===== src/rtl/clk_sel_pkg.sv =====
// Shared encodings, FSM state type and source-priority helper for the clock-select sequencer.
package clk_sel_pkg;

    localparam logic [1:0] SEL_CLK1 = 2'b00;
    localparam logic [1:0] SEL_CLK2 = 2'b01;
    localparam logic [1:0] SEL_CLK3 = 2'b10;
    localparam logic [1:0] SEL_BAD  = 2'b11;

    typedef enum logic {
        ST_IDLE   = 1'b0,
        ST_SETTLE = 1'b1
    } state_t;

    // Lowest-index healthy source; SEL_BAD when nothing is healthy.
    function automatic logic [1:0] lowest_ok(input logic [2:0] ok);
        if (ok[0]) return SEL_CLK1;
        if (ok[1]) return SEL_CLK2;
        if (ok[2]) return SEL_CLK3;
        return SEL_BAD;
    endfunction

endpackage


===== src/rtl/clk_sel_ctrl_if.sv =====
// Request handshake, health flags and mux-side status of the clock-select sequencer.
interface clk_sel_ctrl_if;
    logic       req_valid;
    logic [1:0] req_sel;
    logic       req_ready;
    logic [2:0] clk_ok;
    logic [1:0] sel;
    logic       busy;
    logic       done;
    logic       err;
    logic       fail_evt;
    logic       no_clk;

    modport master (
        output req_valid, req_sel, clk_ok,
        input  req_ready, sel, busy, done, err, fail_evt, no_clk
    );

    modport slave (
        input  req_valid, req_sel, clk_ok,
        output req_ready, sel, busy, done, err, fail_evt, no_clk
    );
endinterface


===== src/rtl/sync_2ff.sv =====
// Single-bit two-flop synchronizer, asynchronously cleared to 0.
module sync_2ff (
    input  logic clk,
    input  logic rst,
    input  logic d,
    output logic q
);
    logic meta;

    always_ff @(posedge clk or posedge rst) begin
        if (rst) begin
            meta <= 1'b0;
            q    <= 1'b0;
        end else begin
            meta <= d;
            q    <= meta;
        end
    end
endmodule


===== src/rtl/clk_sel_ctrl.sv =====
// Clock-select sequencer driving the glitch-free mux select with a settle hold-off.
// Automatic failover away from a dead source is built when CLK_SEL_FAILOVER_EN is defined.
//
// state     | meaning
// ST_IDLE   | sel stable, requests (or failover) may start a switch
// ST_SETTLE | sel just changed, holding it while the mux handshakes
module clk_sel_ctrl
    import clk_sel_pkg::*;
#(
    parameter int         SETTLE_CYC = 16,
    parameter logic [1:0] RST_SEL    = SEL_CLK1
) (
    input  logic           clk,
    input  logic           rst,
    clk_sel_ctrl_if.slave  bus
);
    localparam int CW = $clog2(SETTLE_CYC + 1);

    state_t        state;
    logic [CW-1:0] cnt;
    logic [2:0]    ok_s;
    logic [3:0]    ok_ext;
    logic [1:0]    sel_q;
    logic          busy_q;
    logic          done_q;
    logic          err_q;
    logic          fail_q;
    logic          no_clk_q;
    logic          fo_start;
    logic [1:0]    fo_sel;
    logic          req_bad;

    for (genvar gi = 0; gi < 3; gi++) begin : g_sync
        sync_2ff u_sync (
            .clk (clk),
            .rst (rst),
            .d   (bus.clk_ok[gi]),
            .q   (ok_s[gi])
        );
    end

    // Pad so a 2-bit select can index health safely; the illegal code reads as unhealthy.
    assign ok_ext  = {1'b0, ok_s};
    assign req_bad = (bus.req_sel == SEL_BAD) || !ok_ext[bus.req_sel];

`ifdef CLK_SEL_FAILOVER_EN
    // |ok_s covers the cycle where ok_s has just emptied but registered no_clk still lags.
    assign fo_sel   = lowest_ok(ok_s);
    assign fo_start = (state == ST_IDLE) && !ok_ext[sel_q] && !no_clk_q && (|ok_s);
`else
    assign fo_sel   = SEL_CLK1;
    assign fo_start = 1'b0;
`endif

    always_ff @(posedge clk or posedge rst) begin
        if (rst) begin
            state    <= ST_IDLE;
            sel_q    <= RST_SEL;
            cnt      <= '0;
            busy_q   <= 1'b0;
            done_q   <= 1'b0;
            err_q    <= 1'b0;
            fail_q   <= 1'b0;
            no_clk_q <= 1'b1;
        end else begin
            done_q   <= 1'b0;
            err_q    <= 1'b0;
            fail_q   <= 1'b0;
            no_clk_q <= ~|ok_s;
            case (state)
                ST_IDLE: begin
                    if (fo_start) begin
                        sel_q  <= fo_sel;
                        cnt    <= CW'(SETTLE_CYC);
                        busy_q <= 1'b1;
                        fail_q <= 1'b1;
                        state  <= ST_SETTLE;
                    end else if (bus.req_valid) begin
                        if (req_bad) begin
                            err_q <= 1'b1;
                        end else if (bus.req_sel == sel_q) begin
                            done_q <= 1'b1;
                        end else begin
                            sel_q  <= bus.req_sel;
                            cnt    <= CW'(SETTLE_CYC);
                            busy_q <= 1'b1;
                            state  <= ST_SETTLE;
                        end
                    end
                end
                ST_SETTLE: begin
                    cnt <= cnt - 1'b1;
                    if (cnt == CW'(1)) begin
                        busy_q <= 1'b0;
                        done_q <= 1'b1;
                        state  <= ST_IDLE;
                    end
                end
            endcase
        end
    end

    assign bus.req_ready = (state == ST_IDLE) && !fo_start;
    assign bus.sel       = sel_q;
    assign bus.busy      = busy_q;
    assign bus.done      = done_q;
    assign bus.err       = err_q;
    assign bus.fail_evt  = fail_q;
    assign bus.no_clk    = no_clk_q;
endmodule


===== src/flat_wrapper.sv =====
// flat-port wrapper written by rule: the top's interface ports become plain ports
module clk_sel_ctrl_flat import clk_sel_pkg::*;
#(
    parameter int         SETTLE_CYC = 16,
    parameter logic [1:0] RST_SEL    = SEL_CLK1
)
  (clk, rst, bus_req_valid, bus_req_sel, bus_clk_ok, bus_req_ready, bus_sel, bus_busy, bus_done, bus_err, bus_fail_evt, bus_no_clk);
  clk_sel_ctrl_if bus_i ();
  input  logic clk;
  input  logic rst;
  input wire logic [$bits(bus_i.req_valid)-1:0] bus_req_valid;
  input wire logic [$bits(bus_i.req_sel)-1:0] bus_req_sel;
  input wire logic [$bits(bus_i.clk_ok)-1:0] bus_clk_ok;
  output wire logic [$bits(bus_i.req_ready)-1:0] bus_req_ready;
  output wire logic [$bits(bus_i.sel)-1:0] bus_sel;
  output wire logic [$bits(bus_i.busy)-1:0] bus_busy;
  output wire logic [$bits(bus_i.done)-1:0] bus_done;
  output wire logic [$bits(bus_i.err)-1:0] bus_err;
  output wire logic [$bits(bus_i.fail_evt)-1:0] bus_fail_evt;
  output wire logic [$bits(bus_i.no_clk)-1:0] bus_no_clk;
  assign bus_i.req_valid = bus_req_valid;
  assign bus_i.req_sel = bus_req_sel;
  assign bus_i.clk_ok = bus_clk_ok;
  assign bus_req_ready = bus_i.req_ready;
  assign bus_sel = bus_i.sel;
  assign bus_busy = bus_i.busy;
  assign bus_done = bus_i.done;
  assign bus_err = bus_i.err;
  assign bus_fail_evt = bus_i.fail_evt;
  assign bus_no_clk = bus_i.no_clk;
  clk_sel_ctrl #(.SETTLE_CYC(SETTLE_CYC), .RST_SEL(RST_SEL)) u_core (.clk(clk), .rst(rst), .bus(bus_i));
endmodule

===== config.mk =====
export PLATFORM = sky130hd
export DESIGN_NAME = clk_sel_ctrl_flat
export DESIGN_NICKNAME = d
export VERILOG_FILES = /design/src/rtl/clk_sel_pkg.sv /design/src/rtl/clk_sel_ctrl_if.sv /design/src/rtl/sync_2ff.sv /design/src/rtl/clk_sel_ctrl.sv /design/src/flat_wrapper.sv
export SDC_FILE = /design/constraint.sdc
export NUM_CORES = 1
export LEC_CHECK = 0
export BUFFER_PORTS_ARGS = -buffer_cell sky130_fd_sc_hd__buf_2
export CAP_MARGIN = 10
export CORE_MARGIN = 2
export CORE_UTILIZATION = 54
export DETAILED_ROUTE_END_ITERATION = 8
export PLACE_DENSITY = 0.79
export SETUP_SLACK_MARGIN = 0.05
export SYNTH_ARGS = -nofsm -noshare
export SYNTH_HDL_FRONTEND = slang
export SYNTH_SLANG_ARGS = --single-unit

===== constraint.sdc =====
create_clock -name clk -period 3.93 [get_ports clk]
set_input_delay 0.786 -clock clk [delete_from_list [all_inputs] [get_ports clk]]
set_output_delay 0.786 -clock clk [all_outputs]
set_load 0.01 [all_outputs]

==> out/metrics.csv, run 1 <==
stage,metric,value,unit
route,ant_nets,0,
logic_synthesis,ys.flop_type,dfrtp_1,
sta,hold_viol,0,
route,wl_met2,671,um
clocking,post_cts_buffers,0,
floorplanning,die_h,41.1,um
worst_setup_path,start_kind,flop,
clocking,clockRootBuffer,clkbuf_4,
sta,report.final.slew_viol_count,0,
place,place.gp.congestion,0.734,
worst_setup_path,cp_data_arrival_time,1020,ps
sta,fmax,0.554,GHz
logic_synthesis,ys_ff_latch,18,
floorplanning,die_area,1690,um2
worst_setup_path,end_kind,primary output,
cells_and_area,final_core_util,0.662,
power_and_ir_drop,p_seq_frac,0.490,
cells_and_area,final_common_cell,dfrtp_1,
floorplanning,rows,13,
min_path,min_path_type,reg -> reg,
sta,rsz0062_at_grt,false,
outcome,status,"complete, no violations",
flow_run,maxCapViolations,0,
clocking,clk_pin_slew,100,ps
place,post-dp-hpwl,1.01,mm
route,post_drt_wl_per_cell,14.8,um
clocking,cts_tree,done,
clocking,cts.sinks,18,
sta,period_minus_slack,1800,ps
power_and_ir_drop,comb_power_share,0.315,
global_route,grt-ovfl-total,0,
sta,setup_tns,0,ps
route,vias,510,
logic_synthesis,synth_area,743,um2
place,io_buffer_count,14,
sta,post-route-period-util,0.459,
route,wl_met3,75,um
logic_synthesis,ys_top_cells_by_area,"dfrtp_1, dfstp_2, ha_1",
route,route.top_layer_used,met4,
route,drcViolationCount,0,
clocking,h-tree-depth,1,
clocking,cts_hold_buffers,0,
global_route,antenna_found_initial,0,
sta,setup_viol,0,
global_route,grt_pass1_vias,496,
global_route,grt_max_degree,19,
worst_setup_path,worstPathRequired,3140,ps
power_and_ir_drop,clkPwrFrac,0.195,
power_and_ir_drop,leakage,0.428,nW
clocking,clock_latency,290,ps
floorplanning,start_util,0.571,
power_and_ir_drop,ir_worst_vdd,0.359,mV
logic_synthesis,yosysSeqAreaShare,0.608,
cells_and_area,area_growth,15.8,%
worst_setup_path,crit_fanout,7,
route,routed_wl,1.37,mm
power_and_ir_drop,switchingPower,0.000194,W
logic_synthesis,ys_types,28,
logic_synthesis,avgSynthCellArea,12.4,um2
cells_and_area,num_antenna_cells,0,
logic_synthesis,synthesis.nets,70,
power_and_ir_drop,cellInternalPower,0.000382,W
route,drt_pass1_iterations,4,
global_route,grt_usage,0.217,
clocking,cts_buffers,3,
floorplanning,fp.dieW,41.1,um
sta,clock_skew,2.87,ps
global_route,grt_pass1_wl,2.13,mm
clocking,post_cts_resized,0,
worst_setup_path,crit_type,reg -> out,
route,drt-initial-drc-count,6,
sta,tightest_slew,653,ps
floorplanning,ioPinCount,16,
power_and_ir_drop,fin_total_pwr,0.000576,W
power_and_ir_drop,p_sw_frac,0.336,
sta,max_slew_margin,0.564,
clocking,clk_path_buf_depth,2,
logic_synthesis,postSynthCellCount,60,
floorplanning,core_area,1300,um2
logic_synthesis,synth_edf_count,0,
logic_synthesis,synth.largest_area_cell,dfrtp_1,
cells_and_area,nNetsFinal,88,
logic_synthesis,synthArstFlopShare,1.00,
logic_synthesis,yosysWarnings,0,
cells_and_area,layout-drive-gt1-share,0.338,
cells_and_area,fillers,103,
route,wl_met1,548,um
cells_and_area,layout_common_cells,"dfrtp_1, buf_2, o21ai_0",
route,via_per_inst,5.54,
logic_synthesis,yosysTopAreaCellShare,0.572,
power_and_ir_drop,cellPowerDensity,669,nW/um2
cell type report:
| cell class | instances | area (um2) | share of cell area |
|---|---|---|---|
| Timing Repair Buffer | 14 | 70.1 | 0.0814 |
| Inverter | 4 | 15.0 | 0.0174 |
| Clock buffer | 4 | 36.3 | 0.0422 |
| Sequential cell | 18 | 452 | 0.525 |
| Tap cell | 15 | 18.8 | 0.0218 |
| Multi-Input combinational cell | 37 | 269 | 0.312 |
per-layer routing:
metal  vias to the layer above  track usage
li1                        244            -
met1                       235        0.218
met2                        22        0.344
met3                         9       0.0707
met4                         0        0.210
met5                         -            0
kinds of logic after synthesis:
| logic type | synth area share |
|---|---|
| flip-flops | 0.608 |
| AND/OR/NAND/NOR | 0.123 |
| AO/OA/AOI/OAI | 0.120 |
| buffers and inverters | 0.0303 |
| multiplexers | 0.0572 |
| adder cells (fa/ha/maj) | 0.0337 |
| XOR/XNOR | 0.0236 |
| other | 0.00505 |
flip-flops by register name, summed over array words and instances, names as in the netlist:
signal and cells:
u_core.bus.busy 1, u_core.bus.sel 2, u_core.g_sync.u_sync.q 3, u_core.cnt 5
u_core.state 1, u_core.g_sync.u_sync.meta 3, u_core.bus.err 1, u_core.bus.no_clk 1
u_core.bus.done 1
critical path: stages, from the launching register on:
cell and delay, ps:
dfrtp_1 470, inv_2 120, buf_2 130
metrics by stage:
step	cells	area, um2	hold WS [ps]	worst slack (ps)
2_1_floorplan	60	743	331	2290
3_3_place_gp	88	825	332	2080
3_5_place_dp	88	825	344	2030
4_1_cts	92	861	368	2130
5_1_grt	92	861	376	2060
6_report	92	861	364	2130
path summary, 6_finish.rpt:
check / endpoint / slack [ps] / startpoint / depth (start not counted)
worst max-delay path: bus_req_ready / 2130 / u_core.state$_DFF_PP0_ / 2
worst min-delay path: u_core.g_sync[2].u_sync.q$_DFF_PP0_ / 360 / u_core.g_sync[2].u_sync.meta$_DFF_PP0_ / 0
worst max register to register: u_core.cnt[1]$_DFFE_PP0P_ / 2530 / u_core.bus.sel[0]$_DFFE_PP0P_ / 4
worst min register to register: u_core.g_sync[2].u_sync.q$_DFF_PP0_ / 360 / u_core.g_sync[2].u_sync.meta$_DFF_PP0_ / 0
max in group asynchronous: u_core.cnt[2]$_DFFE_PP0P_ / 2950 / rst / 2
min in group asynchronous: u_core.g_sync[2].u_sync.q$_DFF_PP0_ / 560 / rst / 2
power by group through the flow:
stage / clock [W] / sequential, W / combinational (W)
CTS: 0.000116 / 0.000281 / 0.000182
detailed placement: 0 / 0.000284 / 0.000179
global placement: 0 / 0.000280 / 0.000168
global route: 0.000127 / 0.000289 / 0.000207
finish: 0.000112 / 0.000282 / 0.000181
floorplan: 0 / 0.000283 / 0.000119
Yosys cell counts, types with 2 or more instances:
cell type,n
nor3_1,3
o21ai_0,4
nand3_1,2
mux2_2,2
ha_1,2
dfrtp_1,17
mux2i_1,2
o21a_1,2
nand3b_1,2
a21o_1,2
inv_1,3
nor2_1,2
xor2_1,2
No activity file was read; power rests on OpenSTA's default activity.
==> run 2, diff against run 1 <==
CORE_UTILIZATION = 50   (was 54)
PLACE_DENSITY = 0.74   (was 0.79)
clock period = 1.8 ns   (was 3.93 ns; I/O delays follow)
==> run 2 against run 1 <==
First-iteration DRC count fell by 33%. Clock-buffer cell count did not move. Non-clock buffer count did not move. Largest cell class unchanged. Critical endpoint unchanged. Power rose by 110%. Worst setup slack got worse by 1700 ps. Highest routed layer unchanged. Register-to-register slack got worse by 2100 ps. Combinational power rose by 110%. Sequential cell count did not move. Via count fell by 4.3%. Die area rose by 7.2%.
==> out/metrics.csv, run 2 (synthesis gave the netlist of run 1 again) <==
stage,metric,value,unit
route,vias,488,
power_and_ir_drop,p_sw_frac,0.324,
sta,setup_viol,0,
clocking,cts_hold_buffers,0,
worst_setup_path,start_kind,flop,
worst_setup_path,crit_fanout,7,
power_and_ir_drop,clkPwrFrac,0.205,
floorplanning,die_h,42.6,um
route,via_per_inst,5.30,
worst_setup_path,worstPathRequired,1440,ps
route,drcViolationCount,0,
sta,setup_tns,0,ps
clocking,clock_latency,300,ps
worst_setup_path,cp_data_arrival_time,1020,ps
worst_setup_path,max_stage_delay,460,ps
flow_run,maxCapViolations,0,
min_path,min_path_type,in -> async,
cells_and_area,largest_reg_flops,5,
place,post-dp-hpwl,790,um
power_and_ir_drop,ir_worst_vdd,0.710,mV
place,io_buffer_count,14,
sta,setup_ws,422,ps
route,routed_wl,1.08,mm
floorplanning,core_area,1350,um2
clocking,post_cts_resized,0,
floorplanning,rows,13,
cells_and_area,final_cell_area,861,um2
route,drt-initial-drc-count,4,
floorplanning,fp.dieW,42.6,um
global_route,grt_pass1_wl,1.98,mm
power_and_ir_drop,comb_power_share,0.305,
sta,hold_ws,130,ps
worst_setup_path,crit_type,reg -> out,
sta,post-route-period-util,0.766,
clocking,h-tree-depth,1,
place,place.gp.congestion,0.686,
cells_and_area,area_growth,15.8,%
worst_setup_path,crit_slowest_cell,dfrtp_1,
outcome,status,"complete, no violations",
sta,period_minus_slack,1380,ps
power_and_ir_drop,p_seq_frac,0.490,
cells_and_area,layout_common_cells,"dfrtp_1, buf_2, o21ai_0",
clocking,clockRootBuffer,clkbuf_4,
clocking,post_cts_buffers,0,
cells_and_area,final_core_util,0.638,
place,placed_cell_area,825,um2
cells_and_area,layout-drive-gt1-share,0.338,
cells_and_area,regMostFlops,u_core.cnt,
floorplanning,start_util,0.551,
power_and_ir_drop,cellInternalPower,0.000835,W
global_route,globalRouteMet3Util,0.0431,
sta,fmax,0.726,GHz
sta,rsz0062_at_grt,false,
floorplanning,ioPinCount,16,
worst_setup_path,end_kind,primary output,
global_route,grt_util_met1,0.198,
route,drt_pass1_iterations,4,
sta,tightest_slew,656,ps
global_route,grt_max_degree,19,
place,post-place-ws,380,ps
sta,clock_skew,3.59,ps
clocking,cts_buffers,3,
power_and_ir_drop,switchingPower,0.000401,W
worst_setup_path,ff2ff_path_depth,4,
power_and_ir_drop,cellPowerDensity,1430,nW/um2
sta,report.final.slew_viol_count,0,
clocking,cts.sinks,18,
global_route,use_met2,0.215,
power_and_ir_drop,leakage,0.428,nW
cells_and_area,final_common_cell,dfrtp_1,
sta,max_slew_margin,0.562,
route,post_drt_wl_per_cell,11.8,um
global_route,grt_usage,0.150,
route,ant_nets,0,
global_route,grt-ovfl-total,0,
global_route,grt_busiest_layer,met2,
cells_and_area,top_regs,"u_core.cnt: 5 flops, u_core.g_sync.u_sync.meta: 3 flops, u_core.g_sync.u_sync.q: 3 flops",
global_route,antenna_found_initial,0,
floorplanning,die_area,1810,um2
clocking,cts_tree,done,
cells_and_area,num_antenna_cells,0,
global_route,grt_pass1_vias,462,
clocking,clk_path_buf_depth,2,
clocking,clk_pin_slew,100,ps
sta,hold_viol,0,
cells_and_area,nNetsFinal,88,
worst_setup_path,cp_cell_sequence,"inv_2, buf_2",
run 2: cell type report:
| type | instances | area [um2] |
|---|---|---|
| tap | 15 | 18.8 |
| timing repair buffer | 14 | 70.1 |
| inverter | 4 | 15.0 |
| multi-input combinational | 37 | 269 |
| clock buffer | 4 | 36.3 |
| sequential | 18 | 452 |
| fill | 108 | 489 |
run 2: power groups by stage:
| stage | clock network [W] | logic, W | registers, W |
|---|---|---|---|
| after floorplan | 0 | 0.000261 | 0.000619 |
| after global placement | 0 | 0.000370 | 0.000613 |
| after detailed placement | 0 | 0.000377 | 0.000615 |
| after CTS | 0.000254 | 0.000379 | 0.000606 |
| after global routing | 0.000270 | 0.000427 | 0.000624 |
| final | 0.000253 | 0.000377 | 0.000606 |
run 2: worst max-delay path: cells and delay by family, from the launching register on:
kind | cells | cell delay [ps]
flops | 1 | 460
buf+inv | 2 | 260
run 2: path summary, 6_finish.rpt:
check / from / end / slack [ps]
setup / recovery: u_core.state$_DFF_PP0_ / bus_req_ready / 420
setup reg to reg: u_core.state$_DFF_PP0_ / u_core.cnt[3]$_DFFE_PP0P_ / 470
max in group asynchronous: rst / u_core.bus.done$_DFF_PP0_ / 1250
min in group clk: bus_clk_ok[2] / u_core.g_sync[2].u_sync.meta$_DFF_PP0_ / 160
hold / removal: rst / u_core.g_sync[2].u_sync.q$_DFF_PP0_ / 130
hold reg to reg: u_core.g_sync[0].u_sync.meta$_DFF_PP0_ / u_core.g_sync[0].u_sync.q$_DFF_PP0_ / 360
run 2: stage by stage:
stage / total power [W] / cells
2_1_floorplan: 0.000880 / 60
3_3_place_gp: 0.000982 / 88
3_5_place_dp: 0.000991 / 88
4_1_cts: 0.00124 / 92
5_1_grt: 0.00132 / 92
6_report: 0.00124 / 92
run 2: layer usage:
layer | up-vias | share of wire
met5 | - | 0
met4 | 0 | 0.035
met3 | 4 | 0.064
met2 | 18 | 0.41
met1 | 227 | 0.49
li1 | 239 | -
==> run 3, diff against run 2 <==
CORE_UTILIZATION = 45   (was 50)
PLACE_DENSITY = 0.71   (was 0.74)
clock period = 1.1 ns   (was 1.8 ns; I/O delays follow)
==> run 3 against run 2 <==
The flow now finishes with violations (setup timing). Register-to-register slack worse by 640 ps. Combinational power increased to 3.3 times the previous value. Largest cell class unchanged. Critical path depth increased by 2. Sequential cell count did not move. Via count grew 23%. Clock power grew 62%. Clock-buffer cell count is the same. Wire length rose by 56%. Highest routed layer unchanged. Worst setup slack lost 590 ps. Global-route usage grew 3.8 points. Sequential power is 67% higher.
==> out/metrics.csv, run 3 (synthesis gave the netlist of run 1 again) <==
stage,metric,value,unit
outcome,status,"complete, but fails checks",
outcome,violations,setup timing,
worst_setup_path,crit_type,reg -> reg,
sta,rsz0062_at_grt,true,
worst_setup_path,start_kind,flop,
cells_and_area,layout_common_cells,"dfrtp_1, buf_4, buf_2",
place,dp_cells,103,
place,place.gp.congestion,0.788,
route,ant_nets,0,
power_and_ir_drop,leakage,0.543,nW
place,placed_cell_area,933,um2
route,routed_wl,1.70,mm
flow_run,maxCapViolations,0,
clocking,cts_tree,done,
sta,post-route-period-util,1.15,
worst_setup_path,crit_slowest_cell,dfrtp_1,
cells_and_area,area_growth,48.0,%
global_route,grt_max_degree,11,
sta,clock_skew,1.18,ps
sta,report.final.slew_viol_count,0,
clocking,h-tree-depth,1,
power_and_ir_drop,cellPowerDensity,2410,nW/um2
worst_setup_path,end_kind,flop,
sta,setup_tns,-1480,ps
sta,setup_ws,-168,ps
cells_and_area,largest_reg_flops,5,
worst_setup_path,cp_cell_sequence,"mux2i_2, o21ai_2, nand2_2, mux2_4",
cells_and_area,layout.cells.non_filler,112,
route,vias,598,
route,post_drt_wl_per_cell,15.1,um
clocking,clockRootBuffer,clkbuf_4,
floorplanning,ioPinCount,16,
global_route,grt_pass1_vias,569,
worst_setup_path,worstPathRequired,1290,ps
floorplanning,die_area,1990,um2
global_route,grt-ovfl-total,0,
cells_and_area,num_antenna_cells,0,
route,via_per_inst,5.34,
worst_setup_path,max_stage_delay,400,ps
cells_and_area,final_cell_area,1100,um2
route,drt_pass1_iterations,4,
worst_setup_path,crit_fanout,3,
cells_and_area,nNetsFinal,107,
place,post-dp-hpwl,1.02,mm
floorplanning,rows,14,
cells_and_area,final_common_cell,dfrtp_1,
sta,hold_viol,0,
floorplanning,fp.dieW,44.6,um
cells_and_area,regMostFlops,u_core.cnt,
floorplanning,die_h,44.6,um
floorplanning,core_area,1520,um2
worst_setup_path,critical-path-top-delay-family,multiplexers,
power_and_ir_drop,ir_worst_vdd,1.48,mV
global_route,grt_usage,0.188,
clocking,clock_latency,300,ps
clocking,clk_pin_slew,100,ps
route,drcViolationCount,0,
route,drt-initial-drc-count,16,
cells_and_area,fillers,100,
clocking,clk_path_buf_depth,2,
clocking,cts.sinks,18,
cells_and_area,layout-drive-gt1-share,0.583,
worst_setup_path,critPathBufInv,0,
sta,fmax,0.788,GHz
worst_setup_path,ff2ff_setup_slack,-170,ps
min_path,min_path_type,in -> reg,
clocking,cts_buffers,3,
global_route,antenna_found_initial,0,
floorplanning,start_util,0.488,
worst_setup_path,cp_data_arrival_time,1460,ps
global_route,grt_pass1_wl,2.49,mm
sta,setup_viol,15,
cells_and_area,top_regs,"u_core.cnt: 5 flops, u_core.g_sync.u_sync.meta: 3 flops, u_core.g_sync.u_sync.q: 3 flops",
sta,period_minus_slack,1270,ps
place,io_buffer_count,14,
==> run 3: where the power goes <==
group | switching [W] | total (W) | internal (W)
sequential | 0.000160 | 0.00101 | 0.000849
clock | 0.000209 | 0.000411 | 0.000202
combinational | 0.000500 | 0.00123 | 0.000726
==> run 3: area by class of cell <==
cell class	count	area (um2)	share of cell area
Tap cell	16	20.0	0.0182
Sequential cell	18	452	0.411
Clock buffer	4	36.3	0.0330
Multi-Input combinational cell	37	329	0.299
Timing Repair Buffer	33	248	0.225
Inverter	4	15.0	0.0137
==> run 3: layer usage <==
layer | routed length [um] | global-route usage
met4 | 52 | 0.176
met3 | 57 | 0.0367
met5 | 0 | 0
met2 | 817 | 0.264
met1 | 768 | 0.241
==> run 3: worst paths after layout <==
| kind | startpoint | endpoint | cells after the start |
|---|---|---|---|
| max | u_core.g_sync[1].u_sync.q$_DFF_PP0_ | u_core.bus.sel[0]$_DFFE_PP0P_ | 4 |
| min | bus_clk_ok[2] | u_core.g_sync[2].u_sync.meta$_DFF_PP0_ | 1 |
| max reg2reg | u_core.g_sync[1].u_sync.q$_DFF_PP0_ | u_core.bus.sel[0]$_DFFE_PP0P_ | 4 |
| min reg2reg | u_core.g_sync[2].u_sync.meta$_DFF_PP0_ | u_core.g_sync[2].u_sync.q$_DFF_PP0_ | 0 |
| max in group asynchronous | rst | u_core.bus.done$_DFF_PP0_ | 4 |
| min in group asynchronous | rst | u_core.bus.sel[0]$_DFFE_PP0P_ | 3 |
==> run 3: per-stage QoR <==
step / util / hold slack (ps) / worst slack, ps / total power (W)
3_3_place_gp: 0.612 / 195 / -161 / 0.00187
6_report: 0.722 / 16.5 / -168 / 0.00265
4_1_cts: 0.689 / 10.7 / -161 / 0.00249
3_5_place_dp: 0.612 / 207 / -215 / 0.00189
5_1_grt: 0.722 / 1.45 / -224 / 0.00279
2_1_floorplan: - / 158 / -98.3 / 0.00145
==> run 3: timing repair <==
item                       in CTS  in global routing
hold buffers                    1                  0
hold endpoints to repair        8                  0
resized for setup              14                  9
pin swaps                       6                  6
setup endpoints to repair      16                 17
buffers inserted                2                  2
gates cloned                    0                  0
